`config.mk`:
```
export PLATFORM = sky130hd
export DESIGN_NAME = obi_write_sub
export DESIGN_NICKNAME = d
export VERILOG_FILES = /design/src/rtl/obi_write_pkg.sv /design/src/rtl/obi_write_sub.sv
export SDC_FILE = /design/constraint.sdc
export NUM_CORES = 1
export LEC_CHECK = 0
export CORE_MARGIN = 8
export CORE_UTILIZATION = 37
export DETAILED_ROUTE_END_ITERATION = 10
export PLACE_DENSITY = 0.77
export SYNTH_ARGS = -nofsm -noshare
export SYNTH_HDL_FRONTEND = slang
export SYNTH_SLANG_ARGS = --single-unit
export TNS_END_PERCENT = 1
```
`constraint.sdc`:
```
create_clock -name clk_i -period 1.8 [get_ports clk_i]
set_input_delay 0.36 -clock clk_i [delete_from_list [all_inputs] [get_ports clk_i]]
set_output_delay 0.36 -clock clk_i [all_outputs]
set_load 0.03 [all_outputs]
```
`src/rtl/obi_write_pkg.sv`:
```
// rtl/obi_write_pkg.sv - shared state encoding and default widths for the OBI write subordinate
package obi_write_pkg;

    localparam int DEF_ADDR_WIDTH = 32;
    localparam int DEF_DATA_WIDTH = 32;
    localparam int DEF_ID_WIDTH   = 1;

    typedef enum logic [1:0] {
        ST_IDLE  = 2'd0,
        ST_WRITE = 2'd1,
        ST_RESP  = 2'd2
    } obi_state_e;

endpackage

```
`src/rtl/obi_write_sub.sv`:
```
// rtl/obi_write_sub.sv - OBI subordinate forwarding single write beats to a backend port
module obi_write_sub
    import obi_write_pkg::*;
#(
    parameter int AddrWidth = DEF_ADDR_WIDTH,
    parameter int DataWidth = DEF_DATA_WIDTH,
    parameter int IdWidth   = DEF_ID_WIDTH
) (
    input  logic                   clk_i,
    input  logic                   rst_i,
    input  logic                   req_i,
    output logic                   gnt_o,
    input  logic [AddrWidth-1:0]   addr_i,
    input  logic                   we_i,
    input  logic [DataWidth/8-1:0] be_i,
    input  logic [DataWidth-1:0]   wdata_i,
    input  logic [IdWidth-1:0]     aid_i,
    output logic                   rvalid_o,
    input  logic                   rready_i,
    output logic [DataWidth-1:0]   rdata_o,
    output logic [IdWidth-1:0]     rid_o,
    output logic                   err_o,
    output logic                   wr_valid_o,
    input  logic                   wr_ready_i,
    output logic [AddrWidth-1:0]   wr_addr_o,
    output logic [DataWidth-1:0]   wr_data_o,
    output logic [DataWidth/8-1:0] wr_be_o,
    output logic [31:0]            wr_count_o
);

    obi_state_e             state_q;
    logic [AddrWidth-1:0]   addr_q;
    logic [DataWidth-1:0]   data_q;
    logic [DataWidth/8-1:0] be_q;
    logic [IdWidth-1:0]     aid_q;
    logic                   we_q;
    logic [31:0]            count_q;

    always_ff @(posedge clk_i) begin
        if (rst_i) begin
            state_q <= ST_IDLE;
            addr_q  <= '0;
            data_q  <= '0;
            be_q    <= '0;
            aid_q   <= '0;
            we_q    <= 1'b0;
            count_q <= '0;
        end else begin
            case (state_q)
                ST_IDLE: begin
                    if (req_i) begin
                        addr_q  <= addr_i;
                        data_q  <= wdata_i;
                        be_q    <= be_i;
                        aid_q   <= aid_i;
                        we_q    <= we_i;
                        state_q <= we_i ? ST_WRITE : ST_RESP;
                    end
                end
                ST_WRITE: begin
                    if (wr_ready_i) begin
                        count_q <= count_q + 32'd1;
                        state_q <= ST_RESP;
                    end
                end
                ST_RESP: begin
                    if (rready_i) begin
                        state_q <= ST_IDLE;
                    end
                end
                default: state_q <= ST_IDLE;
            endcase
        end
    end

    // Grant is suppressed during reset so nothing is accepted into a state about to be cleared.
    assign gnt_o      = (state_q == ST_IDLE) && !rst_i;
    assign wr_valid_o = (state_q == ST_WRITE);
    assign rvalid_o   = (state_q == ST_RESP);

    // Only reads are rejected, so the captured write enable is the inverse of the error flag.
    assign err_o      = rvalid_o && !we_q;
    assign rid_o      = aid_q;
    assign rdata_o    = '0;

    assign wr_addr_o  = addr_q;
    assign wr_data_o  = data_q;
    assign wr_be_o    = be_q;
    assign wr_count_o = count_q;

endmodule

```
==> results by group <==
Status
  – Status: finished, violations left
  – Failing checks: DRC

Power
  – Worst vdd ir: 0.449 mV
  – Seq pwr share: roughly 45%
  – Clock power share: between 30% and 40%
  – Power per cell area: ~820 nW/um^2
  – Internal power: approximately 4 mW
  – Logic pwr share: around a fifth
  – NetSw: 1.51 mW
  – Pwr Total: between 5 and 6 mW
  – Sw Ratio: between 20% and 30%
  – Leakage: 2.73 nW

Drt
  – Drt pass-1 iters: 7
  – Vias per inst: between 5 and 6
  – Initial drt markers: approximately 380
  – Via count: 4,390
  – Routed Antenna Nets: 0
  – DRT Wirelength: 14.1 mm
  – DRC: 1
  – Avg WL per Cell: approximately 16 um

Yosys
  – Post-synthesis sequential area ratio: 48.0%
  – Synth top area share: between 40% and 50%
  – Async SR Flop Fraction: 0%
  – Synth warn: 0
  – Library cells used by synthesis: 37
  – Synthesized area per cell: just over 8 sq um
  – Synth Flop Type: dfxtp_1
  – #FFs+latches synth: approximately 100
  – Mapped Cells: 534
  – Mapped Area: between 4000 and 5000 sq um
  – Post-synth EDFFs: 0
  – Most area-hungry cell type in the Yosys netlist: dfxtp_1
  – Synth area leaders: dfxtp_1 (48%), nand2_1 (13%), a21oi_1 (10%), buf_4 (5.7%), or4_1 (2.9%)

Timing
  – Crit share post-route: just under 100%
  – Worst-margin pin slew: slightly above 0.6 ns
  – Fin. max-slew vios: 0
  – Max-slew headroom: roughly 59%
  – Final hold violation count: 0
  – Final setup vio count: 0
  – RSZ-0062 raised after global routing: true
  – Worst hold slack: between 0.2 and 0.3 ns
  – Clock skew: 0.00770 ns
  – Total negative slack: 0 ns
  – Maximum clock rate: about 570 MHz
  – Final min period: between 1.5 and 2 ns

Finish
  – Share of cells above drive strength 1: 13.5%
  – Area Overhead vs Synth: 54.8%
  – Most common cell after layout, fill and taps aside: nand2_1
  – Diode count: 0
  – Layout Nets: ~810
  – Util after Layout: 58.8%
  – Most frequent cells in the layout: nand2_1 (151), clkdlybuf4s50_1 (146), a21oi_1 (90)

Min path
  – HP Class: primary input to flip-flop

Global routing
  – GRT met1 Usage: 17.7%
  – Vias in the first global route: about 4,300
  – Met3 usage: roughly a tenth
  – Largest net degree at the start of global routing: 71
  – Global-route usage over all layers: between 10% and 20%
  – GR peak layer: met2
  – M2 GR Usage: about 28%
  – Grt ovf: 0
  – First-pass GRT wire length: between 20 and 25 mm
  – Initial antenna violation count: 0

Clock tree
  – Largest buffer count on any clock path: 2
  – Clock transition at path regs: around 0.070 ns
  – Clock Latency Late Sink: ~0.33 ns
  – TritonCTS Buffers: 9
  – Clock Sinks: approximately 100
  – CTS Hold Buffers Added: 0
  – Root buf cell: clkbuf_16
  – CTS tree: yes
  – H-tree depth: 3

Setup path
  – Cell family with most CP delay: simple AND/OR/NAND/NOR gates
  – CP Buf/Inv Count: 1
  – Crit path to: wr_count_o[20]
  – Reg2reg setup slack: 0.04 ns
  – Critical path's largest stage delay: between 0.5 and 0.6 ns
  – Crit-path cells: clkdlybuf4s50_1, and4b_1, nand2_1, or4_1, a21oi_1
  – Reg2Reg Launch Point: wr_count_o[18]
  – Worst-path maximum fanout: 7
  – Critical path type: primary input to flip-flop
  – Worst setup path start: wr_ready_i
  – CP max stage cell: or4_1
  – CP Data Required Time: ~2 ns
  – Setup crit end kind: flip-flop
  – Number of cells on the critical path: 5
  – Register-to-Register Path Depth: 4
  – Crit path DAT: approximately 2 ns
  – Reg-to-Reg End: wr_count_o[29]
  – Startpoint types: primary input

Floorplanning
  – Initial Utilization: 38.0%
  – Ports: 212
  – Die Wd: between 100 and 150 um
  – Row count: 39
  – Die ar.: around 15,000 sq um
  – Die height: around 120 um
  – Core area: roughly 11,000 sq um

Place
  – Final GP Congestion: between 0.8 and 0.9
  – IO buf count: between 150 and 200
  – Hpwl dp: between 10 and 15 mm

Flow run
  – Max_cap viols: 0
-- power by group through the flow --
stage	Clock (mW)	Combinational, mW	Sequential [mW]
final	1.99	1.04	2.47
after CTS	2.05	1.05	2.47
after global routing	2.14	1.11	2.48
after global placement	0	1.03	2.52
after detailed placement	0	1.04	2.53
after floorplan	0	0.405	2.73
-- layout make-up --
class	count	area (sq um)
inverters	4	15.0
multi-input cells	391	1990
repair buffers	219	2110
well taps	143	179
fillers	991	4700
flip-flops and latches	104	2110
clock inverters	4	52.6
clock buffers	12	256
-- per-stage QoR --
stage | cells | cell area [sq um] | setup slack, ns
finish | 877 | 6720 | 0.0390
global placement | 859 | 6360 | -0.241
detailed placement | 859 | 6360 | -0.302
CTS | 875 | 6640 | -0.0214
floorplan | 565 | 4480 | 0.00523
global route | 877 | 6720 | -0.0102
-- cell usage after synthesis (3+ instances only) --
master and instances:
o31ai_1 15, nor2_1 16, or3_1 5, dfxtp_1 104, buf_4 33, buf_6 5, nand2_1 152, and3_1 4
clkbuf_1 23, o21ai_0 5, inv_1 4, buf_2 3, or4_1 17, a21oi_1 91, nand4_1 12, xor2_1 9
and2_1 5, nand3_1 7
-- sequential cells by signal, indices dropped and copies added, names as in the netlist --
name,count
wr_be_o,4
we_q,1
wr_data_o,32
wr_count_o,32
state_q,2
rid_o,1
wr_addr_o,32
-- what timing repair did --
item                       CTS  global route
buffers inserted             0             1
setup endpoints to repair   32            21
gates cloned                 0             1
resized for setup           31            18
pin swaps                    0             4
-- worst register-to-register path: cells and delay by family, from the launching register on --
kind	cells	cell delay, ns
compound gates	1	0.17
flops	1	0.38
simple gates	3	1.14
-- routing by layer --
metal  vias up  routed length [um]
met4         0                 266
met2       197                6990
met5         -                   0
li1       2135                   -
met1      2040                5220
met3        18                1650
-- how the worst min path moves through the flow --
stage | startpoint | end | slack (ns) | cells past startpoint
after global routing | rst_i | wr_count_o[20] | 0.29 | 2
after global placement | wr_addr_o[6] | wr_addr_o[6] | 0.44 | 2
after detailed placement | wr_addr_o[12] | wr_addr_o[12] | 0.45 | 2
after floorplan | we_q | we_q | 0.44 | 2
after CTS | rst_i | wr_count_o[15] | 0.27 | 2
final | rst_i | wr_count_o[17] | 0.29 | 2
-- cells by family (layout without fill, tap and decap cells) --
| logic type | count (synthesis) | count (layout) | share of synthesized area, % |
|---|---|---|---|
| AO/OA/AOI/OAI | 114 | 114 | 14.2 |
| XOR/XNOR | 10 | 10 | 2.02 |
| adder cells (fa/ha/maj) | 1 | 1 | 0.288 |
| buffers and inverters | 71 | 239 | 10.2 |
| flip-flops | 104 | 104 | 48.0 |
| multiplexers | 1 | 1 | 0.260 |
| other | 1 | 32 | 0.0864 |
| AND/OR/NAND/NOR | 232 | 233 | 24.9 |
No activity file was read; power rests on OpenSTA's default activity.
